<file path="src/rtl/mips_pkg.sv">
// mips_pkg: shared ALU op codes, datapath width defaults and forward-select encoding
package mips_pkg;
    localparam int DEF_DATA_W  = 32;
    localparam int DEF_RADDR_W = 5;
    localparam logic [3:0] ALU_AND = 4'b0000;
    localparam logic [3:0] ALU_OR  = 4'b0001;
    localparam logic [3:0] ALU_ADD = 4'b0010;
    localparam logic [3:0] ALU_SUB = 4'b0110;
    localparam logic [3:0] ALU_SLT = 4'b0111;
    localparam logic [1:0] FWD_REG   = 2'b00;
    localparam logic [1:0] FWD_MEMWB = 2'b01;
    localparam logic [1:0] FWD_EXMEM = 2'b10;
endpackage

</file>
<file path="src/rtl/forward_unit.sv">
// forward_unit: picks EX/MEM, MEM/WB or register-file data for rs and rt; r0 is never forwarded
module forward_unit
    import mips_pkg::*;
#(
    parameter int RADDR_W = DEF_RADDR_W
) (
    input  logic [RADDR_W-1:0] rs,
    input  logic [RADDR_W-1:0] rt,
    input  logic               exmem_reg_write,
    input  logic [RADDR_W-1:0] exmem_rd,
    input  logic               memwb_reg_write,
    input  logic [RADDR_W-1:0] memwb_rd,
    output logic [1:0]         fwd_a,
    output logic [1:0]         fwd_b
);
    function automatic logic [1:0] sel(input logic [RADDR_W-1:0] r);
        return (exmem_reg_write && exmem_rd != '0 && exmem_rd == r) ? FWD_EXMEM :
               (memwb_reg_write && memwb_rd != '0 && memwb_rd == r) ? FWD_MEMWB : FWD_REG;
    endfunction
    assign fwd_a = sel(rs);
    assign fwd_b = sel(rt);
endmodule

</file>
<file path="src/rtl/id_ex_operand_stage.sv">
// id_ex_operand_stage: ID/EX register with bubbles, forwarding and ALU operand prep (IDEX_ZEXT_LOGIC_EN zero-extends andi/ori immediates)
module id_ex_operand_stage
    import mips_pkg::*;
#(
    parameter int DATA_W  = DEF_DATA_W,
    parameter int RADDR_W = DEF_RADDR_W,
    parameter int IMM_W   = 16
) (
    input  logic               clk,
    input  logic               reset,
    input  logic               stall,
    input  logic               flush,
    input  logic               id_valid,
    input  logic [DATA_W-1:0]  id_rs_data,
    input  logic [DATA_W-1:0]  id_rt_data,
    input  logic [IMM_W-1:0]   id_imm,
    input  logic [RADDR_W-1:0] id_rs_addr,
    input  logic [RADDR_W-1:0] id_rt_addr,
    input  logic [RADDR_W-1:0] id_rd_addr,
    input  logic [3:0]         id_alu_ctrl,
    input  logic               id_alu_src,
    input  logic               id_reg_dst,
    input  logic               id_reg_write,
    input  logic               id_mem_read,
    input  logic               id_mem_write,
    input  logic               id_mem_to_reg,
    input  logic               id_branch,
    input  logic               exmem_reg_write,
    input  logic [RADDR_W-1:0] exmem_rd,
    input  logic [DATA_W-1:0]  exmem_result,
    input  logic               memwb_reg_write,
    input  logic [RADDR_W-1:0] memwb_rd,
    input  logic [DATA_W-1:0]  memwb_result,
    output logic [DATA_W-1:0]  ex_a,
    output logic [DATA_W-1:0]  ex_b,
    output logic [3:0]         ex_alu_ctrl,
    output logic [DATA_W-1:0]  ex_store_data,
    output logic [RADDR_W-1:0] ex_write_reg,
    output logic               ex_valid,
    output logic               ex_reg_write,
    output logic               ex_mem_read,
    output logic               ex_mem_write,
    output logic               ex_mem_to_reg,
    output logic               ex_branch,
    output logic               load_use_stall
);
    logic               src_q;
    logic [3:0]         ctrl_q;
    logic [RADDR_W-1:0] rs_q, rt_q, wr_q;
    logic [DATA_W-1:0]  rsd_q, rtd_q, imm_q;
    logic [DATA_W-1:0]  ext_imm, fwd_rs, fwd_rt;
    logic [1:0]         fa, fb;
    logic               zext, clr;

`ifdef IDEX_ZEXT_LOGIC_EN
    assign zext = id_alu_src & (id_alu_ctrl == ALU_AND | id_alu_ctrl == ALU_OR);
`else
    assign zext = 1'b0;
`endif
    assign ext_imm = {{(DATA_W-IMM_W){id_imm[IMM_W-1] & ~zext}}, id_imm};

    assign load_use_stall = ex_valid & ex_mem_read & (rt_q != '0) & id_valid &
                            (rt_q == id_rs_addr | (rt_q == id_rt_addr & ~id_alu_src));

    // an invalid ID slot is captured as a bubble so stray control bits never reach EX
    assign clr = reset | flush | load_use_stall | (~stall & ~id_valid);

    // pipeline register: clear to a bubble, hold on stall, otherwise capture ID
    always_ff @(posedge clk) begin
        if (clr) begin
            {ex_valid, ex_reg_write, ex_mem_read, ex_mem_write, ex_mem_to_reg, ex_branch, src_q} <= '0;
            ctrl_q <= ALU_AND;
            rs_q   <= '0;
            rt_q   <= '0;
            wr_q   <= '0;
            rsd_q  <= '0;
            rtd_q  <= '0;
            imm_q  <= '0;
        end else if (!stall) begin
            ex_valid      <= 1'b1;
            ex_reg_write  <= id_reg_write;
            ex_mem_read   <= id_mem_read;
            ex_mem_write  <= id_mem_write;
            ex_mem_to_reg <= id_mem_to_reg;
            ex_branch     <= id_branch;
            src_q         <= id_alu_src;
            ctrl_q        <= id_alu_ctrl;
            rs_q          <= id_rs_addr;
            rt_q          <= id_rt_addr;
            wr_q          <= id_reg_dst ? id_rd_addr : id_rt_addr;
            rsd_q         <= id_rs_data;
            rtd_q         <= id_rt_data;
            imm_q         <= ext_imm;
        end
    end

    forward_unit #(.RADDR_W(RADDR_W)) u_fwd (
        .rs              (rs_q),
        .rt              (rt_q),
        .exmem_reg_write (exmem_reg_write),
        .exmem_rd        (exmem_rd),
        .memwb_reg_write (memwb_reg_write),
        .memwb_rd        (memwb_rd),
        .fwd_a           (fa),
        .fwd_b           (fb)
    );

    // operand muxes driven straight into the ALU
    always_comb begin
        fwd_rs = fa == FWD_EXMEM ? exmem_result : fa == FWD_MEMWB ? memwb_result : rsd_q;
        fwd_rt = fb == FWD_EXMEM ? exmem_result : fb == FWD_MEMWB ? memwb_result : rtd_q;
    end

    assign ex_a          = fwd_rs;
    assign ex_b          = src_q ? imm_q : fwd_rt;
    assign ex_store_data = fwd_rt;
    assign ex_alu_ctrl   = ctrl_q;
    assign ex_write_reg  = wr_q;
endmodule

</file>
<file path="config.mk">
export PLATFORM = sky130hd
export DESIGN_NAME = id_ex_operand_stage
export DESIGN_NICKNAME = d
export VERILOG_FILES = /design/src/rtl/mips_pkg.sv /design/src/rtl/forward_unit.sv /design/src/rtl/id_ex_operand_stage.sv
export SDC_FILE = /design/constraint.sdc
export NUM_CORES = 1
export LEC_CHECK = 0
export CAP_MARGIN = 20
export CORE_AREA = 2 2 115 117
export DETAILED_ROUTE_END_ITERATION = 10
export DIE_AREA = 0 0 117 119
export DONT_BUFFER_PORTS = 1
export PLACE_DENSITY_LB_ADDON = 0.08
export SLEW_MARGIN = 25
export SYNTH_ARGS = -nofsm -noshare
export SYNTH_HDL_FRONTEND = slang
export SYNTH_SLANG_ARGS = --single-unit
</file>
<file path="constraint.sdc">
create_clock -name clk -period 4.1 [get_ports clk]
set_input_delay 0.82 -clock clk [delete_from_list [all_inputs] [get_ports clk]]
set_output_delay 0.82 -clock clk [all_outputs]
set_load 0.02 [all_outputs]
</file>
==> key figures <==
Clocking
  • Resized cells post-CTS: 0
  • Clock buffer depth: 2
  • Clock transition at the registers of the reported paths: around 0.070 ns
  • CTS buffer count: 9
  • Clk sinks: around 110
  • CTS tree: yes
  • H-tree depth: 3
  • CTS Hold Bufs: 0
  • Post-CTS setup buffers: 0
  • CTS root buf: clkbuf_16
  • Worst skew pair latency: 0.34 ns

Placed design
  • HPWL after DPL: 14200 um
  • RD Place Congestion: 0.945
  • DP Worst Slack: roughly 0.59 ns
  • Placed insts: between 800 and 900
  • I/O Buffers: 0

Worst setup path
  • Cell at the slowest stage of the critical path: or4_1
  • CP cell instances: or4_1 -> o211ai_1 -> buf_4 -> o21ai_0 -> a31oi_1 -> mux2_2
  • CP top delay family: compound AO/OA/AOI/OAI gates
  • Startpoint types: input port
  • Worst path required time: approximately 3.3 ns
  • Worst Path Arrival: between 2 and 3 ns
  • Worst-path maximum fanout: 30
  • Critical path class: input port to output port
  • Crit path largest cell delay: roughly 0.53 ns
  • CP Buf/Inv Count: 1
  • Critical path capture point type: output port

Cells and area
  • Nets@finish: a little over 900
  • Final Non-Filler Cells: 912
  • Filler cells: about 1300
  • Area delta synth->final: 12.6%
  • Biggest registers after layout: rsd_q x32, rtd_q x32, imm_q x16
  • Ant diodes: 0
  • Storage cell area: roughly 2100 um^2
  • Area of the multi-input gates: ~3600 um^2
  • Layout cells sized above 1: 0.136

Route
  • Vias per cell: approximately 6
  • DRC Markers: 0
  • Post-route ant nets: 0
  • Average wire per standard cell: a little over 20 um
  • Final wirelength: between 15000 and 20000 um
  • 1st-iter DRT viols: 319
  • Pre-antenna DRT Iters: 5
  • Detailed-route via count: between 5000 and 6000

Timing
  • Final Hold Violating Endpoints: 0
  • Setup TNS Final: 0 ns
  • Worst Hold Slack: roughly 0.49 ns
  • Post-route setup slack: between 0.6 and 0.7 ns
  • Final period util: 0.850
  • Setup violations, final: 0
  • Max Clock Skew: approximately 0.0078 ns
  • Unrepaired setup endpoints after global routing: false
  • Max_slew headroom: 0.337
  • Worst Max-Slew Pin Slew: about 0.99 ns
  • Max Slew Vio Count: 0
  • Fmax: between 200 and 300 MHz
  • Minimum clock period after layout: 3.48 ns

GRT
  • Largest net degree at the start of global routing: roughly 110
  • Total gr overflow: 0
  • Initial antenna violation count: 0
  • First-pass GRT wire length: between 20000 and 30000 um
  • All-layer global routing usage: 0.262
  • Vias in the first global route: about 5200

Synthesis
  • Synth unique cells: 33
  • Mapped cell area: ~6000 um^2
  • Top-area cell type share of the netlist area: 0.352
  • Leading area contributor after synthesis: dfxtp_1
  • Yosys warns: 0
  • Mapped Cells: between 700 and 800
  • Avg Cell Area, Syn: ~8.4 um^2
  • Synth top area cells: dfxtp_1 35%, mux2i_1 23%, nor2_1 11%, xnor2_1 3.5%, a21oi_1 3.2%
  • Sequential share of the synthesized area: 0.352
  • Synthesized flop and latch total: approximately 110
  • Net Count, Synth: 905

Die
  • Die H: around 120 um
  • Core area: roughly 13000 um^2
  • Die width: approximately 120 um
  • # IOs: approximately 300
  • DIE AREA: 13900 um^2
  • Initial Util: 0.468
  • Row cnt: 42

Pwr
  • Pwr dens: about 340 nW/um^2
  • VDD IR max: 244 uV
  • Pleak: roughly 2.8 nW
  • Power, Total: around 2.3 mW

Run
  • Max-Cap Viols: 0

Status
  • Status: finished clean

Hold path
  • Hold crit path type: flop to flop
[cells in the final DEF (no fill, tap or decap), types with 17 or more instances in the layout]
| master | netlist | layout |
|---|---|---|
| a21oi_1 | 38 | 38 |
| a221oi_1 | 17 | 17 |
| and3_1 | 17 | 17 |
| mux2i_1 | 137 | 137 |
| xnor2_1 | 24 | 24 |
| nor2_1 | 181 | 180 |
| buf_4 | 4 | 65 |
| dfxtp_1 | 106 | 106 |
| o31ai_1 | 17 | 17 |
[cell families after synthesis]
logic type / synth area share
and+or+nand+nor: 0.175
muxes: 0.256
DFF: 0.352
AOI/OAI and AO/OA: 0.117
buffers and inverters: 0.0554
xor gates and xnor gates: 0.0449
[stage by stage]
step	util	instance area, um^2
after floorplan	-	6030
after global placement	0.503	6480
after detailed placement	0.504	6480
after CTS	0.527	6780
after global routing	0.527	6780
final	0.527	6780
[Yosys cell counts]
library cell,n
nor2_1,181
mux2i_1,137
dfxtp_1,106
a21oi_1,38
clkbuf_1,34
xnor2_1,24
a221oi_1,17
and3_1,17
buf_2,17
o31ai_1,17
inv_1,16
o21ai_0,16
a31oi_1,15
mux2_2,15
nor3_1,15
or3_1,15
buf_1,7
xor2_1,5
buf_4,4
nand4_1,4
or4_1,3
nand2_1,2
nand3_1,2
or2_1,2
clkbuf_2,1
nor4_2,1
o2111ai_1,1
o211ai_1,1
o211ai_4,1
o221ai_2,1
o32a_1,1
or4_4,1
xnor2_2,1
[area by class of cell]
class                           count  area share
Timing Repair Buffer               65      0.0719
Clock inverter                      2     0.00517
Sequential cell                   106       0.313
Clock buffer                       14      0.0389
Inverter                           16     0.00885
Tap cell                          176      0.0325
Multi-Input combinational cell    533       0.530
[power breakdown]
group / internal (mW) / switching (mW)
combinational: 0.142 / 0.182
clock: 0.507 / 0.365
sequential: 1.06 / 0.0279
[path summary, 6_finish.rpt]
kind	slack (ns)	startpoint	to	cells after the start
max	0.62	memwb_rd[0]	ex_b[5]	6
min	0.49	rtd_q[13]$_SDFFE_PP0N_	rtd_q[13]$_SDFFE_PP0N_	2
max reg2reg	1.74	rt_q[3]$_SDFFE_PP0N_	rtd_q[9]$_SDFFE_PP0N_	6
min reg2reg	0.49	rtd_q[13]$_SDFFE_PP0N_	rtd_q[13]$_SDFFE_PP0N_	2
[worst register-to-register path, delay by kind of cell, from the launching register on]
kind,cells,cell delay (ns)
AOI/OAI and AO/OA,2,0.58
buffers and inverters,1,0.64
and+or+nand+nor,2,0.31
xor gates and xnor gates,1,0.16
DFF,1,0.52
[layer usage]
| layer | wire length (um) | GRT usage |
|---|---|---|
| met2 | 9320 | 0.451 |
| met1 | 7240 | 0.296 |
| met5 | 0 | 0 |
| met3 | 1810 | 0.0830 |
| met4 | 580 | 0.107 |
Note: power is estimated with default switching activity, not from simulation.
